**src/rtl/edit_sequencer_pkg.sv**
```systemverilog
// rtl/edit_sequencer_pkg.sv - shared state encoding, field groups and decode helpers
package edit_sequencer_pkg;

    typedef enum logic [1:0] {
        RUN       = 2'd0,
        EDIT_CLK  = 2'd1,
        EDIT_DATE = 2'd2,
        EDIT_DSET = 2'd3
    } state_t;

    localparam int FIELD_W    = 4;
    localparam int NUM_FIELDS = 15;

    localparam logic [FIELD_W-1:0] CLK_BASE  = 4'd0;
    localparam logic [FIELD_W-1:0] CLK_LAST  = 4'd2;
    localparam logic [FIELD_W-1:0] DATE_BASE = 4'd3;
    localparam logic [FIELD_W-1:0] DATE_LAST = 4'd8;
    localparam logic [FIELD_W-1:0] DSET_BASE = 4'd9;
    localparam logic [FIELD_W-1:0] DSET_LAST = 4'd14;

    // First field index of the group edited in state s (0 in RUN).
    function automatic logic [FIELD_W-1:0] group_base(state_t s);
        case (s)
            EDIT_CLK:  return CLK_BASE;
            EDIT_DATE: return DATE_BASE;
            EDIT_DSET: return DSET_BASE;
            default:   return 4'd0;
        endcase
    endfunction

    // Last field index of the group edited in state s (0 in RUN).
    function automatic logic [FIELD_W-1:0] group_last(state_t s);
        case (s)
            EDIT_CLK:  return CLK_LAST;
            EDIT_DATE: return DATE_LAST;
            EDIT_DSET: return DSET_LAST;
            default:   return 4'd0;
        endcase
    endfunction

    // Mode key cycles RUN -> CLK -> DATE -> DSET -> RUN.
    function automatic state_t next_mode(state_t s);
        case (s)
            RUN:       return EDIT_CLK;
            EDIT_CLK:  return EDIT_DATE;
            EDIT_DATE: return EDIT_DSET;
            default:   return RUN;
        endcase
    endfunction

    // Group enable for the counter blocks: [0] clock, [1] date, [2] dset.
    function automatic logic [2:0] set_decode(state_t s);
        case (s)
            EDIT_CLK:  return 3'b001;
            EDIT_DATE: return 3'b010;
            EDIT_DSET: return 3'b100;
            default:   return 3'b000;
        endcase
    endfunction

    function automatic logic [NUM_FIELDS-1:0] field_onehot(logic [FIELD_W-1:0] f);
        return 15'd1 << f;
    endfunction

endpackage

```
**src/rtl/edit_sequencer_key_edge_repeat.sv**
```systemverilog
// rtl/edit_sequencer_key_edge_repeat.sv - rising-edge detect plus hold-to-repeat for one key
//
// Ports:
//   clk, reset  : clock, synchronous active-high reset
//   key         : debounced key level, 1 = pressed
//   tick        : single-cycle repeat-rate strobe
//   enable      : repeat counting allowed (editor is in an edit state)
//   clear       : editor state or field is changing this cycle
//   rise        : combinational rising edge of key
//   rep_pulse   : combinational auto-repeat request, one per tick once held long enough
module key_edge_repeat #(
    parameter int HOLD_TICKS = 2,
    parameter int CNT_W      = 7
) (
    input  logic clk,
    input  logic reset,
    input  logic key,
    input  logic tick,
    input  logic enable,
    input  logic clear,
    output logic rise,
    output logic rep_pulse
);

    logic             prev;
    logic [CNT_W-1:0] hold_cnt;
    logic             hold_done;

    assign hold_done = (hold_cnt == CNT_W'(HOLD_TICKS));
    assign rise      = key & ~prev;
    assign rep_pulse = key & enable & ~clear & tick & hold_done;

    // prev resets to 1 so a key held through reset does not look like a new press.
    always_ff @(posedge clk) begin
        if (reset) begin
            prev     <= 1'b1;
            hold_cnt <= '0;
        end else begin
            prev <= key;
            if (!key || !enable || clear) begin
                hold_cnt <= '0;
            end else if (tick && !hold_done) begin
                hold_cnt <= hold_cnt + CNT_W'(1);
            end
        end
    end

endmodule

```
**src/rtl/edit_sequencer.sv**
```systemverilog
// rtl/edit_sequencer.sv - keyboard-driven edit controller for the calendar datapath
//
// Ports:
//   CLOCK_50  : system clock
//   reset     : synchronous active-high reset
//   tick_4hz  : single-cycle 4 Hz strobe
//   key_mode, key_next, key_up : debounced key levels, 1 = pressed
//   set[2:0]      : group edit enable, [0] clock, [1] date, [2] dset
//   up[14:0]      : single-cycle increment pulse for the selected field
//   select[14:0]  : one-hot field being edited, 0 in RUN
//   editing       : high whenever not in RUN
module edit_sequencer
    import edit_sequencer_pkg::*;
#(
    parameter int HOLD_TICKS    = 2,
    parameter int TIMEOUT_TICKS = 120,
    parameter int CNT_W         = 7
) (
    input  logic        CLOCK_50,
    input  logic        reset,
    input  logic        tick_4hz,
    input  logic        key_mode,
    input  logic        key_next,
    input  logic        key_up,
    output logic [2:0]  set,
    output logic [14:0] up,
    output logic [14:0] select,
    output logic        editing
);

    state_t               state_q, state_d;
    logic [FIELD_W-1:0]   field_q, field_d;
    logic [CNT_W-1:0]     to_cnt_q, to_cnt_d;
    logic                 prev_mode, prev_next;
    logic                 rise_mode, rise_next, rise_up, rep_up;
    logic                 in_edit, timed_out, changed, up_fire;

    assign rise_mode = key_mode & ~prev_mode;
    assign rise_next = key_next & ~prev_next;
    assign in_edit   = (state_q != RUN);
    assign timed_out = in_edit && (to_cnt_q == CNT_W'(TIMEOUT_TICKS));

    key_edge_repeat #(
        .HOLD_TICKS (HOLD_TICKS),
        .CNT_W      (CNT_W)
    ) u_key_up (
        .clk       (CLOCK_50),
        .reset     (reset),
        .key       (key_up),
        .tick      (tick_4hz),
        .enable    (in_edit),
        .clear     (changed),
        .rise      (rise_up),
        .rep_pulse (rep_up)
    );

    // Next state/field. Mode beats next; a pending timeout yields to any key
    // edge, including an up edge, which instead refreshes the timeout.
    always_comb begin
        state_d = state_q;
        field_d = field_q;
        if (rise_mode) begin
            state_d = next_mode(state_q);
            field_d = group_base(next_mode(state_q));
        end else if (in_edit && rise_next) begin
            field_d = (field_q == group_last(state_q)) ? group_base(state_q)
                                                       : field_q + 4'd1;
        end else if (timed_out && !rise_up) begin
            state_d = RUN;
            field_d = '0;
        end
    end

    assign changed = (state_d != state_q) || (field_d != field_q);

    // Up requests are dropped, not deferred, when a higher-priority event wins.
    always_comb begin
        up_fire = in_edit && !changed && !rise_mode && !rise_next && (rise_up || rep_up);
    end

    always_comb begin
        to_cnt_d = to_cnt_q;
        if (rise_mode || rise_next || rise_up || (state_d != state_q)) begin
            to_cnt_d = '0;
        end else if (in_edit && tick_4hz) begin
            to_cnt_d = to_cnt_q + CNT_W'(1);
        end
    end

    always_ff @(posedge CLOCK_50) begin
        if (reset) begin
            state_q   <= RUN;
            field_q   <= '0;
            to_cnt_q  <= '0;
            prev_mode <= 1'b1;
            prev_next <= 1'b1;
            set       <= '0;
            up        <= '0;
            select    <= '0;
            editing   <= 1'b0;
        end else begin
            state_q   <= state_d;
            field_q   <= field_d;
            to_cnt_q  <= to_cnt_d;
            prev_mode <= key_mode;
            prev_next <= key_next;
            set       <= set_decode(state_d);
            select    <= (state_d != RUN) ? field_onehot(field_d) : '0;
            editing   <= (state_d != RUN);
            // field is stable whenever up_fire is set, so up stays within select.
            up        <= up_fire ? field_onehot(field_q) : '0;
        end
    end

endmodule

```
**config.mk**
```make
export PLATFORM = sky130hd
export DESIGN_NAME = edit_sequencer
export DESIGN_NICKNAME = d
export VERILOG_FILES = /design/src/rtl/edit_sequencer_pkg.sv /design/src/rtl/edit_sequencer_key_edge_repeat.sv /design/src/rtl/edit_sequencer.sv
export SDC_FILE = /design/constraint.sdc
export NUM_CORES = 1
export LEC_CHECK = 0
export CAP_MARGIN = 20
export CORE_UTILIZATION = 45
export DETAILED_ROUTE_END_ITERATION = 12
export PLACE_DENSITY = 0.73
export SLEW_MARGIN = 40
export SYNTH_ARGS = -nofsm -noshare
export SYNTH_HDL_FRONTEND = slang
export SYNTH_SLANG_ARGS = --single-unit
```
**constraint.sdc**
```tcl
create_clock -name CLOCK_50 -period 7 [get_ports CLOCK_50]
set_input_delay 1.05 -clock CLOCK_50 [delete_from_list [all_inputs] [get_ports CLOCK_50]]
set_output_delay 1.05 -clock CLOCK_50 [all_outputs]
set_load 0.1 [all_outputs]
```
### After elaboration in Yosys (flattened, before gate mapping)

Cells that the tools add are included.

* bits in registers: 57
* input bits: 6
* output and inout bits: 34

* add/subtract/negate cells: 3
* equality and inequality tests: 13
* shift-type cells: 2
* multiplexer cells: 15
* bitwise operators: 13
* reductions and logical operators: 30

Operator list (count)
* 1-bit by 4-bit left shift with 15-bit output (first input constant): 2
* 4-bit two-way mux: 6
* 4-bit case mux with 2 select lines: 2
* 7-bit by 1-bit adder with 7-bit output (second input constant): 2
* 2-bit equality test (second input constant): 6
* 4-bit case mux with 3 select lines: 1
* 1-bit logical AND: 9
* 3-bit case mux with 3 select lines: 1
* 2-bit two-way mux: 4
* 2-bit OR reduction: 4
* 1-bit AND: 7
* 7-bit by 2-bit equality test with 1-bit output (second input constant): 1
* 7-bit equality test (second input constant): 1
* 1-bit zero test: 7
* 1-bit logical OR: 7
* 1-bit inverter: 6
* 2-bit case mux with 3 select lines: 1
* 4-bit by 1-bit adder with 4-bit output (second input constant): 1
* 2-bit by 1-bit equality test with 1-bit output (second input constant): 2
* 4-bit equality test: 1
* 4-bit != test: 1
* 2-bit nonzero test: 2
* 2-bit zero test: 1
* 2-bit != test: 1

### Logic depth before layout (Yosys ltp)

Gate-level depths: netlist of the first run.

* depth after elaboration: 19
* depth in mapped cells: 9

### Hierarchy

From an unflattened synthesis of the first run, not the netlist that was laid out.

* cell total of the unflattened synthesis: 294
* area, all modules: 2757.6 µm²

Modules (own cells, without submodules)
* edit_sequencer: instances 1, cells each 248, area an instance 2358.5 µm², sequential area each 980.9 µm²
* key_edge_repeat: instances 1, cells each 46, area an instance 399.1 µm², sequential area each 160.2 µm²

### Least setup slack after synthesis of the first run

Ideal clock, no wire load.

* kind: in2reg
* start: input port key_next
* end: register select[14]
* arrival: 2469 ps
* required time: 6912 ps
* setup slack: 4444 ps
* stages: 7
* path buffers: 1
* cells stage by stage: or3b_1 buf_2 nand4_4 o21ai_2 a221oi_4 o211ai_4 nor4b_2

* cells in the longest elaborated chain, start to end: 7
* elaborated cells between the ends (all ways): 10
* those cells by class: shift (1); mux (4); bitwise (2); reduce/logical (3)

RTL lines
* start: declaration: line edit_sequencer.sv:23 `input logic key_next,`
* 1-bit AND (*): line edit_sequencer.sv:39 `assign rise_next = key_next & ~prev_next;`
* 1-bit logical AND (*): line edit_sequencer.sv:65 `end else if (in_edit && rise_next) begin`
* 2-bit two-way mux: line edit_sequencer.sv:65
* 2-bit two-way mux: line edit_sequencer.sv:62 `if (rise_mode) begin`
* 2-bit nonzero test: line edit_sequencer.sv:108 `select <= (state_d != RUN) ? field_onehot(field_d) : '0;`
* 1-bit inverter (no source line)
* 2-bit OR reduction (no source line)
* end signal: assignment: line edit_sequencer.sv:108
* end: declaration: line edit_sequencer.sv:27 `output logic [14:0] select,`

Every way passes the cells marked *; elsewhere a longest branch is shown, timed or not.
A chain may end at the register's enable or synchronous reset.

### Final worst setup path of the first run

* start: input port key_mode
* end: register up[13]

* cells in the longest elaborated chain, start to end: 12
* elaborated cells between the ends (all ways): 19
* those cells by class: eq/ne (2); mux (2); bitwise (6); reduce/logical (9)

RTL lines
* start: declaration: line edit_sequencer.sv:22 `input logic key_mode,`
* 1-bit AND (*): line edit_sequencer.sv:38 `assign rise_mode = key_mode & ~prev_mode;`
* 4-bit two-way mux or 2-bit two-way mux (tied branches): line edit_sequencer.sv:62
* 4-bit != test or 2-bit != test (tied branches): line edit_sequencer.sv:74 `assign changed = (state_d != state_q) || (field_d != field_q);`
* 1-bit logical OR: line edit_sequencer.sv:74
* 1-bit inverter: line edit_sequencer_key_edge_repeat.sv:31 `assign rep_pulse = key & enable & ~clear & tick & hold_done;`
* 1-bit AND (3 in series): line edit_sequencer_key_edge_repeat.sv:31
* 1-bit logical OR: line edit_sequencer.sv:78 `up_fire = in_edit && !changed && !rise_mode && !rise_next && (rise_up || rep_up);`
* 1-bit logical AND (*): line edit_sequencer.sv:78
* 1-bit inverter (no source line) (*)
* 2-bit OR reduction (no source line) (*)
* end signal: assignment: line edit_sequencer.sv:111 `up <= up_fire ? field_onehot(field_q) : '0;`
* end: declaration: line edit_sequencer.sv:26 `output logic [14:0] up,`

Marked as above.

==> impl_metrics.ini, run 1 <==
[layout]
final_cell_mix = dfxtp_1 (57), nor2_1 (36), buf_2 (34)
fin_nets = 355
diodes = 0
multi_input_area_um2 = 1450
synthToLayoutAreaGrowth_pct = 17.4
register_area_um2 = 1140
fill_cells = 525
layout_commonest_cell = dfxtp_1
utilization = 0.563
drive_gt1_frac = 0.204

[synthesis]
synthArstFlopShare = 0
ys_ff_latch = 57
synth_seq_area_share = 0.422
syn_inst = 294
synth_edf_count = 0
syn-num-nets = 315
syn_area_per_cell_um2 = 9.20
synth_area_leaders = dfxtp_1 (42%), ha_1 (6.9%), nor2_1 (5.0%), nor3_1 (4.4%), xnor2_1 (3.9%)
ys_warn_count = 0
yosysTopAreaCellShare = 0.422
netlist_area_um2 = 2710
yosysUniqueCellTypes = 57
yosysTopAreaCell = dfxtp_1
synthFlopType = dfxtp_1

[floorplanning]
die_h_um = 79.5
ios = 40
initial_core_util = 0.479
core_area_um2 = 5640
die_w_um = 79.5
row_count = 27
dieArea_um2 = 6330

[setup_path]
start_kind = primary input
crit_required_ps = 7240
crit_type = primary input to flop
path_max_fanout = 19
crit_path_end_kind = flop
crit_arrival_ps = 3540
critPathMaxStageDelay_ps = 510
crit_chain = clkdlybuf4s50_1, nand2b_1, a211oi_1, o32ai_1, o221ai_1, nand4_1, nor3_1
slowest_stage = clkdlybuf4s50_1

[run_status]
outcome = finished, final reports clean

[clocking]
cts_resized = 0
numCtsBuffers = 9
clk_pin_slew_ps = 60
clock-root-buffer = clkbuf_8
cts_tree = built
clockBufferDepth = 2
cts_sinks = 57
insertion_delay_ps = 330
cts_hold_buf = 0
postCtsSetupBuffers = 0
htree_levels = 3

[pwr]
cellLeakagePower_nw = 1.26
irDropWorstVdd_v = 0.000177
power.density_nw_per_um2 = 233
power_w = 0.000740

[route]
routed_via_density = 5.52
detail_route.iter0.violations = 239
drc = 0
wl_per_cell_um = 14.2
routed_wl_mm = 5.84
vias = 2270
detail-route-antenna-nets = 0
first_pass_iters = 4

[timing]
setup_violations = 0
hold_viol = 0
slew_headroom = 0.464
rsz0062_at_grt = no
fmax_ghz = 0.303
max_slew.worst_pin.slew_ps = 804
period_needed_ps = 3300
fin_skew_ps = 6.72
fin_crit_sh = 0.472
final_max_slew_viol_count = 0
fin_ws_ps = 3700
tns_ps = 0

[placement]
pre_cts_ws_ps = 3410
gp_congestion = 0.947
hpwl_mm = 4.30
portBuffers = 39

[global_routing]
antenna_found_initial = 0
grt_overflow = 0
track_usage = 0.206
grt_pass1_wl_mm = 10.0
grt_pass1_vias = 2172
grt_max_degree = 20

[hold_path]
holdCritPathClass = flop to flop

[job]
cap_violations = 0
==> synth_stat cells (3+ instances only) <==
cell	instances
a21oi_1	6
nand4_1	7
o21ai_0	5
xor2_1	8
nand2b_1	4
xnor2_1	12
inv_1	14
nor4_1	9
a31oi_1	3
dfxtp_1	57
clkbuf_1	4
nor2_1	36
ha_1	15
o31ai_1	3
o21ai_1	3
nand3_1	9
or2_2	3
nor3_1	24
nand2_1	19
buf_2	3
==> through the flow <==
stage / hold slack, ps / area, um2 / std cells
global route: 543 / 3180 / 411
detailed placement: 487 / 2960 / 395
CTS: 495 / 3180 / 411
floorplan: 454 / 2710 / 294
finish: 507 / 3180 / 411
global placement: 465 / 3130 / 395
==> layout make-up <==
| class | count | area share |
|---|---|---|
| inverter | 15 | 0.0177 |
| clock inverter | 5 | 0.0248 |
| timing repair buffer | 39 | 0.0693 |
| sequential | 57 | 0.359 |
| multi-input combinational | 212 | 0.456 |
| tap | 72 | 0.0284 |
| clock buffer | 11 | 0.0445 |
==> state kept, by name (all words and copies together), names as in the netlist <==
signal,count
prev_next,1
select,15
u_key_up.hold_cnt,7
editing,1
up,15
field_q,4
prev_mode,1
state_q,2
set,3
u_key_up.prev,1
to_cnt_q,7
==> worst paths after layout <==
kind | start | end | slack (ps) | cells past startpoint
hold / removal | to_cnt_q[5] | to_cnt_q[5] | 510 | 2
setup reg to reg | state_q[0] | up[13] | 4040 | 8
hold reg to reg | to_cnt_q[5] | to_cnt_q[5] | 510 | 2
setup / recovery | key_mode | up[13] | 3700 | 7
==> routing by layer <==
layer  share of wire  vias to the layer above  global-route usage
met2            0.46                       84               0.324
li1                -                     1131                   -
met3           0.064                       12              0.0526
met1            0.46                     1043               0.266
met5               0                        -                   0
met4           0.018                        0              0.0855
==> power breakdown <==
part | internal [W] | switching [W]
Clock | 0.000210 | 0.000128
Combinational | 0.0000207 | 0.0000478
Sequential | 0.000328 | 0.00000564
==> cells by family (layout without fill, tap and decap cells) <==
family                     after synthesis  after routing  share of synthesized area
xor gates and xnor gates                20             20                     0.0648
and+or+nand+nor                        135            135                      0.277
buffers and inverters                   25             70                     0.0430
adders and majority gates               15             15                     0.0694
AOI/OAI and AO/OA                       42             42                      0.124
DFF                                     57             57                      0.422
==> worst max-delay path, delay by kind of cell <==
kind / cells / cell delay, ps
AND/OR/NAND/NOR: 3 / 1040
AO/OA/AOI/OAI: 3 / 930
buffers and inverters: 1 / 510
No activity file was read; power rests on OpenSTA's default activity.
==> run 2: changes to the inputs <==
- PLACE_DENSITY: 0.73 -> 0.76
- clock period: 7 -> 3 ns (I/O delays scaled with it)
==> run 2 against run 1 <==
Against the previous run:
- cell count up 2.9%
- utilization rose by 3.3 points
- sequential share of layout area down 2.0 points
- sequential cell count did not move
- largest cell class unchanged
- non-clock buffer count rose by 12
- clock power is 140% higher
- routed wire length increased by 4.9%
- design area increased by 5.8%
- clock skew about the same
- sequential power increased by 130%
==> impl_metrics.ini, run 2 (synthesis results as in run 1) <==
[layout]
fill_cells = 497
layout_commonest_cell = dfxtp_1
fin_nets = 367
drive_gt1_frac = 0.231
diodes = 0
utilization = 0.595
reg_top3 = select (15), up (15)
synthToLayoutAreaGrowth_pct = 24.2
final_cell_mix = dfxtp_1 (57), buf_4 (46), nor2_1 (36)

[global_routing]
top_usage_layer = met2
gr-usage-met2 = 0.355
grt_pass1_wl_mm = 10.6
grt_use_met3 = 0.0583
grt_overflow = 0
track_usage = 0.220
antenna_found_initial = 0
grt_pass1_vias = 2300
grt_max_degree = 13
grt_use_met1 = 0.262

[timing]
hold_viol = 0
setup_violations = 0
fmax_ghz = 0.358
tns_ps = 0
fin_crit_sh = 0.930
fin_skew_ps = 6.63
period_needed_ps = 2790
fin_ws_ps = 210
rsz0062_at_grt = no
max_slew.worst_pin.slew_ps = 705
slew_headroom = 0.518
final_max_slew_viol_count = 0

[setup_path]
cp_top_family = simple AND/OR/NAND/NOR gates
crit_path_end_kind = flop
r2r-end = up[0]
start_kind = flop
path_max_fanout = 8
slowest_stage = dfxtp_1
crit_type = flop to flop
crit_required_ps = 3240
critPathMaxStageDelay_ps = 490
timing.rr.start = state_q[1]
crit_arrival_ps = 3030
crit_chain = inv_1, ha_1, or3_1, a221oi_2, nand2_1, a211oi_2, nand3_2, nor4_1
reg2reg_slack_ps = 210
reg2reg_depth = 8
timing.critical_path.buf_inv = 1

[clocking]
htree_levels = 3
insertion_delay_ps = 340
cts_sinks = 57
clockBufferDepth = 2
numCtsBuffers = 9
clk_pin_slew_ps = 70
cts_tree = built
clock-root-buffer = clkbuf_8

[run_status]
outcome = finished, final reports clean

[floorplanning]
die_h_um = 79.5
dieArea_um2 = 6330
die_w_um = 79.5
ios = 40
initial_core_util = 0.479
core_area_um2 = 5640
row_count = 27

[placement]
portBuffers = 39
gp_congestion = 0.934
pre_cts_ws_ps = 237
hpwl_mm = 4.48

[route]
drc = 0
routed_via_density = 5.57
vias = 2358
detail-route-antenna-nets = 0
detail_route.iter0.violations = 230
wl_per_cell_um = 14.5
first_pass_iters = 7
routed_wl_mm = 6.13

[pwr]
power.density_nw_per_um2 = 527
cellLeakagePower_nw = 1.32
irDropWorstVdd_v = 0.000312

[hold_path]
whs_path_depth = 2
hold_end = to_cnt_q[5]
worstHoldStart = to_cnt_q[5]
holdCritPathClass = flop to flop

[job]
cap_violations = 0
## run 2: changes by cell type in the layout (fill, tap and decap cells not counted), sizes merged
cell	change
buf	+12
inv	+1
clkinv	-2
clkbuf	+1
## run 2: timing repair
action / in CTS / in global routing
buffers inserted: 0 / 1
hold buffers: 0 / 0
resized for setup: 0 / 0
setup endpoints to repair: 0 / 1
## run 2: worst min-delay path: cells and delay by family, from the launching register on
family         cells  cell delay (ps)
flip-flops         1              320
AO/OA/AOI/OAI      2              130
## run 2: stage by stage
stage,hold WS [ps],cell area [um2],std cells,total power (W)
final,493,3360,423,0.00177
after global routing,517,3360,423,0.00184
after CTS,493,3350,422,0.00178
after detailed placement,486,3120,406,0.000959
after global placement,467,3120,406,0.000958
after floorplan,454,2710,294,0.000917
## run 2: how the worst max path moves through the flow
stage	from	end	slack [ps]	cells past startpoint
3_3_place_gp	key_mode	up[13]	330	7
5_1_grt	state_q[1]	up[1]	20	8
4_1_cts	state_q[1]	up[13]	240	8
3_5_place_dp	key_mode	up[13]	240	7
6_report	state_q[1]	up[0]	210	8
2_1_floorplan	state_q[0]	up[0]	540	8
## run 2: routing by layer
layer	part of all wire	vias to the layer above
met5	0	-
met4	0.031	0
met3	0.075	25
met2	0.48	112
met1	0.42	1073
li1	-	1148
## run 2: cell type report
cell class | instances | area, um2 | area share
clock buffer | 12 | 155 | 0.0462
clock inverter | 4 | 73.8 | 0.0220
inverter | 15 | 56.3 | 0.0168
multi-input combinational | 212 | 1450 | 0.431
sequential | 57 | 1140 | 0.340
tap | 72 | 90.1 | 0.0268
timing repair buffer | 51 | 395 | 0.118
## run 2: power by group
| part | leakage [nW] | internal, W | switching [W] |
|---|---|---|---|
| registers | 0.461 | 0.000766 | 0.0000115 |
| logic | 0.741 | 0.0000548 | 0.000113 |
| clock network | 0.117 | 0.000515 | 0.000308 |
| total | 1.32 | 0.00134 | 0.000433 |
